## src/rtl/lap_store.sv

```systemverilog
// Lap-time register bank: circular buffer of {epoch, m_epoch} words behind a small
// save / retrieve / clear sequencer. busy feeds the control FSM as reg_busy.
//
// state   | meaning
// IDLE    | waiting; requests sampled here only (clear > save > retrieve)
// WRITE   | registered word written at wr_ptr; overwrite oldest when full
// RD_ADDR | RAM addressed at (oldest + cursor)
// RD_DATA | RAM output captured into lap_*, lap_valid strobed, cursor advanced
// CLR     | DEPTH cycles zeroing addresses 0..DEPTH-1, pointers cleared on exit
module lap_store #(
   parameter int DEPTH  = 8,
   parameter int ADDR_W = 3
) (
   input  logic              clock,
   input  logic              reset_n,
   input  logic              save,
   input  logic              retrieve,
   input  logic              clear,
   input  logic [17:0]       epoch,
   input  logic [9:0]        m_epoch,
   output logic              busy,
   output logic              lap_valid,
   output logic [17:0]       lap_epoch,
   output logic [9:0]        lap_m_epoch,
   output logic [ADDR_W-1:0] lap_index,
   output logic [ADDR_W:0]   lap_count,
   output logic              full,
   output logic              empty
);

   typedef enum logic [2:0] {IDLE, WRITE, RD_ADDR, RD_DATA, CLR} state_t;

   state_t              state_q, state_d;
   logic [ADDR_W-1:0]   wr_ptr_q, wr_ptr_d;
   logic [ADDR_W-1:0]   oldest_q, oldest_d;
   logic [ADDR_W-1:0]   cursor_q, cursor_d;
   logic [ADDR_W-1:0]   clr_addr_q, clr_addr_d;
   logic [ADDR_W:0]     count_q, count_d;
   logic [27:0]         word_q, word_d;
   logic                busy_q, busy_d;
   logic                lap_valid_q, lap_valid_d;
   logic [17:0]         lap_epoch_q, lap_epoch_d;
   logic [9:0]          lap_m_epoch_q, lap_m_epoch_d;
   logic [ADDR_W-1:0]   lap_index_q, lap_index_d;

   logic [27:0]         mem [DEPTH];
   logic [27:0]         rd_data_q;
   logic                mem_we;
   logic [ADDR_W-1:0]   mem_waddr;
   logic [27:0]         mem_wdata;
   logic [ADDR_W-1:0]   rd_addr;
   logic                full_w, empty_w;

   assign full_w  = (count_q == (ADDR_W+1)'(DEPTH));
   assign empty_w = (count_q == '0);
   assign rd_addr = oldest_q + cursor_q;

   always_comb begin
      state_d       = state_q;
      wr_ptr_d      = wr_ptr_q;
      oldest_d      = oldest_q;
      cursor_d      = cursor_q;
      clr_addr_d    = clr_addr_q;
      count_d       = count_q;
      word_d        = word_q;
      lap_valid_d   = 1'b0;
      lap_epoch_d   = lap_epoch_q;
      lap_m_epoch_d = lap_m_epoch_q;
      lap_index_d   = lap_index_q;
      mem_we        = 1'b0;
      mem_waddr     = wr_ptr_q;
      mem_wdata     = word_q;
      case (state_q)
         IDLE: begin
            if (clear) begin
               state_d    = CLR;
               clr_addr_d = '0;
            end else if (save) begin
               state_d = WRITE;
               word_d  = {epoch, m_epoch};
            end else if (retrieve && !empty_w) begin
               state_d = RD_ADDR;
            end
         end
         WRITE: begin
            mem_we   = 1'b1;
            wr_ptr_d = wr_ptr_q + ADDR_W'(1);
            cursor_d = '0;
            if (full_w) oldest_d = oldest_q + ADDR_W'(1);
            else        count_d  = count_q + (ADDR_W+1)'(1);
            state_d  = IDLE;
         end
         RD_ADDR: state_d = RD_DATA;
         RD_DATA: begin
            lap_epoch_d   = rd_data_q[27:10];
            lap_m_epoch_d = rd_data_q[9:0];
            lap_index_d   = cursor_q;
            lap_valid_d   = 1'b1;
            if (({1'b0, cursor_q} + (ADDR_W+1)'(1)) == count_q) cursor_d = '0;
            else                                              cursor_d = cursor_q + ADDR_W'(1);
            state_d       = IDLE;
         end
         CLR: begin
            mem_we     = 1'b1;
            mem_waddr  = clr_addr_q;
            mem_wdata  = '0;
            clr_addr_d = clr_addr_q + ADDR_W'(1);
            if (clr_addr_q == ADDR_W'(DEPTH-1)) begin
               state_d       = IDLE;
               wr_ptr_d      = '0;
               oldest_d      = '0;
               cursor_d      = '0;
               count_d       = '0;
               lap_epoch_d   = '0;
               lap_m_epoch_d = '0;
               lap_index_d   = '0;
            end
         end
         default: state_d = IDLE;
      endcase
      busy_d = (state_d != IDLE);
   end

   always_ff @(posedge clock or negedge reset_n) begin
      if (!reset_n) begin
         state_q       <= IDLE;
         wr_ptr_q      <= '0;
         oldest_q      <= '0;
         cursor_q      <= '0;
         clr_addr_q    <= '0;
         count_q       <= '0;
         word_q        <= '0;
         busy_q        <= 1'b0;
         lap_valid_q   <= 1'b0;
         lap_epoch_q   <= '0;
         lap_m_epoch_q <= '0;
         lap_index_q   <= '0;
      end else begin
         state_q       <= state_d;
         wr_ptr_q      <= wr_ptr_d;
         oldest_q      <= oldest_d;
         cursor_q      <= cursor_d;
         clr_addr_q    <= clr_addr_d;
         count_q       <= count_d;
         word_q        <= word_d;
         busy_q        <= busy_d;
         lap_valid_q   <= lap_valid_d;
         lap_epoch_q   <= lap_epoch_d;
         lap_m_epoch_q <= lap_m_epoch_d;
         lap_index_q   <= lap_index_d;
      end
   end

   // Unreset RAM; stale contents stay unreachable through the pointers.
   always_ff @(posedge clock) begin
      if (mem_we) mem[mem_waddr] <= mem_wdata;
      rd_data_q <= mem[rd_addr];
   end

   assign busy        = busy_q;
   assign lap_valid   = lap_valid_q;
   assign lap_epoch   = lap_epoch_q;
   assign lap_m_epoch = lap_m_epoch_q;
   assign lap_index   = lap_index_q;
   assign lap_count   = count_q;
   assign full        = full_w;
   assign empty       = empty_w;

endmodule

```

## config.mk

```make
export PLATFORM = sky130hd
export DESIGN_NAME = lap_store
export DESIGN_NICKNAME = d
export VERILOG_FILES = /design/src/rtl/lap_store.sv
export SDC_FILE = /design/constraint.sdc
export NUM_CORES = 1
export LEC_CHECK = 0
export BUFFER_PORTS_ARGS = -buffer_cell sky130_fd_sc_hd__buf_2
export CAP_MARGIN = 20
export CORE_MARGIN = 1
export CORE_UTILIZATION = 35
export CTS_CLUSTER_SIZE = 20
export DETAILED_ROUTE_END_ITERATION = 7
export HOLD_SLACK_MARGIN = 0.02
export PLACE_DENSITY_LB_ADDON = 0.25
export SETUP_SLACK_MARGIN = 0.05
export SLEW_MARGIN = 20
export SYNTH_ARGS = -nofsm -noshare
export SYNTH_HDL_FRONTEND = slang
export SYNTH_SLANG_ARGS = --single-unit
```

## constraint.sdc

```tcl
create_clock -name clock -period 4.1 [get_ports clock]
set_input_delay 0.41 -clock clock [delete_from_list [all_inputs] [get_ports clock]]
set_output_delay 0.41 -clock clock [all_outputs]
set_load 0.1 [all_outputs]
```

After elaboration in Yosys (flattened, before gate mapping)
Memories as Yosys holds them, arrays and structs flattened. A register that Yosys moved wholly into a read port is not among the register bits.
Cells that the tools add are included.
- register bits after elaboration: 80
- memory bits (writable): 224
- input bits: 33
- output and inout port bits: 39
- logic and storage cells: 76
- memories kept: 1
- memories (name ; words ; bits a word ; read ports ; clocked after Yosys merged registers in ; write ports ; RTL line ; text):
    mem ; 8 ; 28 ; 1 ; 1 ; 1 ; 46 ; logic [27:0] mem [DEPTH];
- add/subtract/negate cells: 7
- equality and inequality tests: 11
- mux-type cells: 27
- bitwise operators: 1
- reduce and logical (&&, ||, !) cells: 17
- operators with widths (operator ; count):
    $pmux W18 S2 ; 1
    $mux W28 ; 1
    $mux W3 ; 9
    $pmux W3 S2 ; 4
    $pmux W10 S2 ; 1
    $mux W18 ; 1
    $pmux W3 S3 ; 2
    $add A3 B1 Y3 const B ; 4
    $mux W10 ; 1
    $reduce_and A3 Y1 ; 3
    $mux W4 ; 2
    $ne A2 B2 Y1 const B ; 4
    $pmux W4 S2 ; 1
    $reduce_and A2 Y1 ; 4
    $eq A3 B2 Y1 const B ; 2
    $eq A3 B3 Y1 const B ; 2
    $reduce_bool A2 Y1 ; 3
    $reduce_bool A3 Y1 ; 2
    $add A3 B1 Y4 const B ; 1
    $add A4 B1 Y4 const B ; 1
    $eq A4 B4 Y1 ; 1
    $eq A4 B4 Y1 const B ; 1
    $logic_not A4 Y1 ; 1
    $mux W1 ; 4
    7 further kinds ; 7

Logic depth before layout (Yosys ltp)
- depth after elaboration: 8
- gate-level depth with buffers: 7
- gate-level depth less buffers: 7

Worst setup path after synthesis
Ideal clock, no wire load.
- path type: flip-flop to flip-flop
- from: reg count_q[0], in the netlist lap_count[0]
- to: reg busy_q, in the netlist busy
- setup time: 133 ps
- data arrival time: 3862 ps
- data required time: 3967 ps
- setup slack: 104 ps
- cell stages (with the launch flop): 6
- buffers on the path: 0
- period minus slack after synthesis: 3996 ps
- path through: dfrtp_1 -> inv_1 -> ha_1 -> nor3b_1 -> o21ba_2 -> a311oi_1
- cells in the longest elaborated chain, start to end: 8
- ends and longest elaborated chain (item ; RTL line ; text):
    start: declaration ; 38 ; logic [ADDR_W:0] count_q, count_d;
    start signal: assignment ; 144 ; count_q <= count_d;
    $logic_not A4 Y1 ; 55 ; assign empty_w = (count_q == '0);
    named net empty ; 28 ; output logic empty
    $logic_not A1 Y1 ; 81 ; end else if (retrieve && !empty_w) begin
    $logic_and A1 B1 Y1 ; 81 ;
    $mux W3 ; 81 ;
    $mux W3 ; 78 ; end else if (save) begin
    $mux W3 ; 75 ; if (clear) begin
    $pmux W3 S3 ; 73 ; case (state_q)
    $reduce_bool A3 Y1 ; 121 ; busy_d = (state_d != IDLE);
    named net busy_d ; 40 ; logic busy_q, busy_d;
    end signal: assignment ; 146 ; busy_q <= busy_d;
    end: declaration ; 40 ;
The timed path passes the listed nets, and every way through them passes these cells.
A chain may end at the register's enable or synchronous reset.

Worst setup path in the final report
- from: reg cursor_q[0]
- to: reg rd_data_q[7], read port of mem
- cells in the longest elaborated chain, start to end: 1
- ends and longest elaborated chain (item ; RTL line ; text):
    start: declaration ; 36 ; logic [ADDR_W-1:0] cursor_q, cursor_d;
    start signal: assignment ; 142 ; cursor_q <= cursor_d;
    $add A3 B3 Y3 ; 56 ; assign rd_addr = oldest_q + cursor_q;
    end: declaration ; 47 ; logic [27:0] rd_data_q;
Every way passes these cells.

==> run summary <==
The run finished with clean final reports. The number of fill cells came out at 3,123. The total standard cell area after synthesis is 0.0126 mm². The cell family contributing the most delay on the critical path is adder cells. The highest ir drop seen on vdd came out at 0.000647 V.

The number of buffers and inverters on the critical path came out at 1. The share of async-settable or async-resettable flops after synthesis came out at 24.1%. The flip-flop and latch count after synthesis is about 330.

Summed over all layers, the global routing overflow is 0. The initial antenna violation count came to 0. For this design the top-level I/O count stands at 72. The per-cell routed wire length came out at 20.6 µm.

The count of TritonRoute iterations in the first routing pass is 6. The number of buffers on the longest clock path came out at 3. The TritonCTS buffer count is 36. The via count of the first global-routing pass came to 6,707. Setup repair after global routing left no endpoint under its margin. For the final database, setup skew stands at 0.0193 ns. After clock tree synthesis, the clock-pin slew on the worst setup and hold paths is 0.06 ns.

TritonCTS built the clock tree. STA classifies the critical path endpoint as a flop. The congestion estimate from routability-driven global placement came to slightly above 0.7. In this run the tightest slew margin relative to its limit is a little over two fifths. The final total negative setup slack is 0 ns. The min-delay analysis places its worst path in the category in -> reg.

For this run, the slowest stage of the critical path takes 0.78 ns. The summed area of non-filler cells in the final layout came out at 0.0148 mm². The global-route total usage across every layer is 14.4%. The final core utilization came out at between 40% and 50%. The floorplan step defined a die boundary enclosing 0.0367 mm².

The cell area power density is 849 mW/mm². Cells with a size suffix above 1 make up 36.3% of the layout. The core region is 0.0355 mm². The starting utilization of the core area is 35.5%. Tracing the worst setup path back leads to its startpoint at cursor_q[0]$_DFFE_PN0P_. The wire length reported by the detailed router came out at roughly 26,000 µm. The transition at the pin with the smallest max-transition slack is 0.844 ns. The data arrival at the endpoint of the critical path is 3.00 ns.

The count of yosys warnings during synthesis is 0. STA classifies the critical path startpoint as a flop. In the routed layout, each cell is associated on average with a via count of 4.95. The global-route wire length before repair came out at slightly below 40,000 µm.

The clock reaches the later pin of the worst-skew pair after approximately 0.51 ns. The source of the worst hold timing path is epoch[17]. The final number of hold-violating endpoints came out at 0.

The minimum period implied by the final worst setup slack is 2.62 ns. The floorplan step set the die height to 192 µm. The required arrival time at the worst endpoint came out at between 4 and 5 ns. For this design the static power due to leakage is 5.40 nW. The number of enable flip-flop cells after synthesis came out at 224. The cell count after synthesis is 653. The final-report setup violation count came out at 0. The tool flagged a number of max-cap violations equal to 0. After the last flow step, the layout net total stands at 791. The first routing iteration left between 300 and 400 violations. The number of different library cells used by synthesis comes to 40. The maximum fanout along the worst path came out at 22.

The total via count after detailed routing is between 6,000 and 7,000. The post-CTS repair timing setup buffer count is 0. A synthesized cell averages 19.3 µm².

The launch instance of the worst register-to-register path is cursor_q[0]$_DFFE_PN0P_. The proportion of synthesized chip area in sequential cells came out at 73.8%. Among all stages on the critical path, the largest delay is contributed by sky130_fd_sc_hd__fa_2. Clock tree synthesis found a total of 332 sinks. The final critical-path share of the clock period is 64.0%. When the netlist entered floorplanning its net count stood at 695. In this run the tool buffered the top-level ports with 71 buffer cells. The overall die width is 192 µm. The antenna violation net count after detailed routing came out at 0. In this run the core area contains slightly below 70 standard-cell rows.

Traced cell by cell, the critical path runs through ha_4, fa_2, buf_4, mux4_2, mux2_2. The number of max-slew violations in the final report came out at 0. The root buffer cell chosen for the clock tree is sky130_fd_sc_hd__clkbuf_16. From synthesis to final layout, the design area changed by 17.4%. After detailed placement, the total cell area comes to 0.0135 mm². Timing would allow up to 0.381 GHz. Summed over all nets, the half-perimeter wirelength after detailed placement is approximately 15,000 µm.

The number of antenna diodes in the final layout is 0. Among all flip-flop cells after synthesis, the most frequent one is sky130_fd_sc_hd__edfxtp_1. On the final layout, the worst hold slack is 0.131 ns. The critical path in this run is classified as reg -> reg.

The number of remaining DRC errors came out at 0. The H-tree generated during clock tree synthesis spans 2 levels. The largest net degree at the start of global routing came out at 59.
==> Yosys cell counts, drive strengths merged, types with 2 or more instances <==
master / count / area (µm²)
a21oi: 8 / 47.6
a22o: 34 / 298
a22oi: 2 / 15.0
a31oi: 5 / 31.3
buf: 25 / 151
clkbuf: 8 / 30.0
dfrtp: 80 / 2000
dfxtp: 28 / 561
edfxtp: 224 / 6730
ha: 8 / 100
inv: 8 / 30.0
mux2: 57 / 642
mux4: 56 / 1260
nand2: 18 / 67.6
nand3: 4 / 20.0
nand3b: 3 / 22.5
nor2: 19 / 71.3
nor2b: 30 / 188
nor3: 3 / 15.0
nor3b: 6 / 56.3
o21ai: 7 / 35.0
xor2: 7 / 80.1
==> repair_timing <==
action                                  in CTS  in global routing
hold buffers                                 1                  0
hold endpoints to repair                    13                  0
gates resized for setup                      0                  0
endpoints found under the setup margin       0                  0
==> cells by family (layout without fill, tap and decap cells) <==
family / count (synthesis) / after routing / share of synthesized area [%]
XOR/XNOR: 8 / 8 / 0.854
adder cells (fa/ha/maj): 9 / 9 / 0.954
buffers and inverters: 41 / 163 / 1.68
multiplexers: 114 / 114 / 15.2
AO/OA/AOI/OAI: 62 / 62 / 3.85
flip-flops: 332 / 332 / 73.8
AND/OR/NAND/NOR: 87 / 87 / 3.72
==> power breakdown <==
part           internal, mW  switching [mW]
logic                  1.26            2.63
clock network          1.94            1.27
registers              5.02           0.430
==> layer usage <==
metal | vias up | track usage (%) | wire, µm
met5 | - | 0 | 0
met4 | 0 | 3.85 | 466
met3 | 34 | 2.61 | 1050
met2 | 119 | 23.7 | 12500
met1 | 3211 | 19.6 | 11500
li1 | 2755 | - | -
==> area by class of cell <==
class | count | area [µm²] | area share (%)
clock inverter | 19 | 186 | 1.26
tap | 461 | 577 | 3.90
clock buffer | 45 | 1010 | 6.81
timing repair buffer | 91 | 551 | 3.72
inverter | 8 | 30.0 | 0.203
multi-input combinational | 280 | 3140 | 21.3
sequential | 332 | 9290 | 62.8
==> stage by stage <==
stage / power [mW] / worst slack (ns) / std cells
2_1_floorplan: 8.44 / 0.104 / 653
4_1_cts: 12.7 / 1.40 / 1234
6_report: 12.5 / 1.48 / 1236
5_1_grt: 13.2 / 1.29 / 1236
3_5_place_dp: 9.49 / 1.44 / 1169
3_3_place_gp: 9.34 / 1.47 / 1169
==> worst reg2reg max path: cells and delay by family (launching register included) <==
family,cells,cell delay (ns)
adders and majority gates,2,0.97
DFF,1,0.46
buffers and inverters,1,0.40
muxes,2,0.65
==> layout by cell type, fill, tap and decap left out, drive strengths merged, types with 4 or more instances in the layout <==
| master | n |
|---|---|
| edfxtp | 224 |
| buf | 90 |
| dfrtp | 80 |
| mux2 | 57 |
| mux4 | 56 |
| clkbuf | 45 |
| a22o | 34 |
| nor2b | 30 |
| dfxtp | 28 |
| nor2 | 19 |
| nand2 | 18 |
| clkinv | 11 |
| inv | 8 |
| ha | 8 |
| a21oi | 8 |
| o21ai | 7 |
| xor2 | 7 |
| nor3b | 6 |
| a31oi | 5 |
| clkinvlp | 5 |
| nand3 | 4 |
==> worst paths after layout <==
kind / to / slack, ns / cells after the start
min: word_q[27]$_DFFE_PN0P_ / 0.13 / 2
min in group asynchronous: lap_epoch[4]$_DFFE_PN0P_ / 0.53 / 2
max in group asynchronous: word_q[25]$_DFFE_PN0P_ / 2.71 / 3
min reg2reg: lap_epoch[4]$_DFFE_PN0P_ / 0.45 / 1
max reg2reg: rd_data_q[7]$_DFF_P_ / 1.48 / 5
max: rd_data_q[7]$_DFF_P_ / 1.48 / 5
==> registers in the layout, indices dropped and copies added, names as in the netlist <==
name         cells
busy             1
lap_valid        1
state_q          3
oldest_q         3
clr_addr_q       3
lap_m_epoch     10
rd_data_q       28
mem            224
lap_index        3
lap_count        4
lap_epoch       18
word_q          28
cursor_q         3
wr_ptr_q         3
No activity file was read; power rests on OpenSTA's default activity.
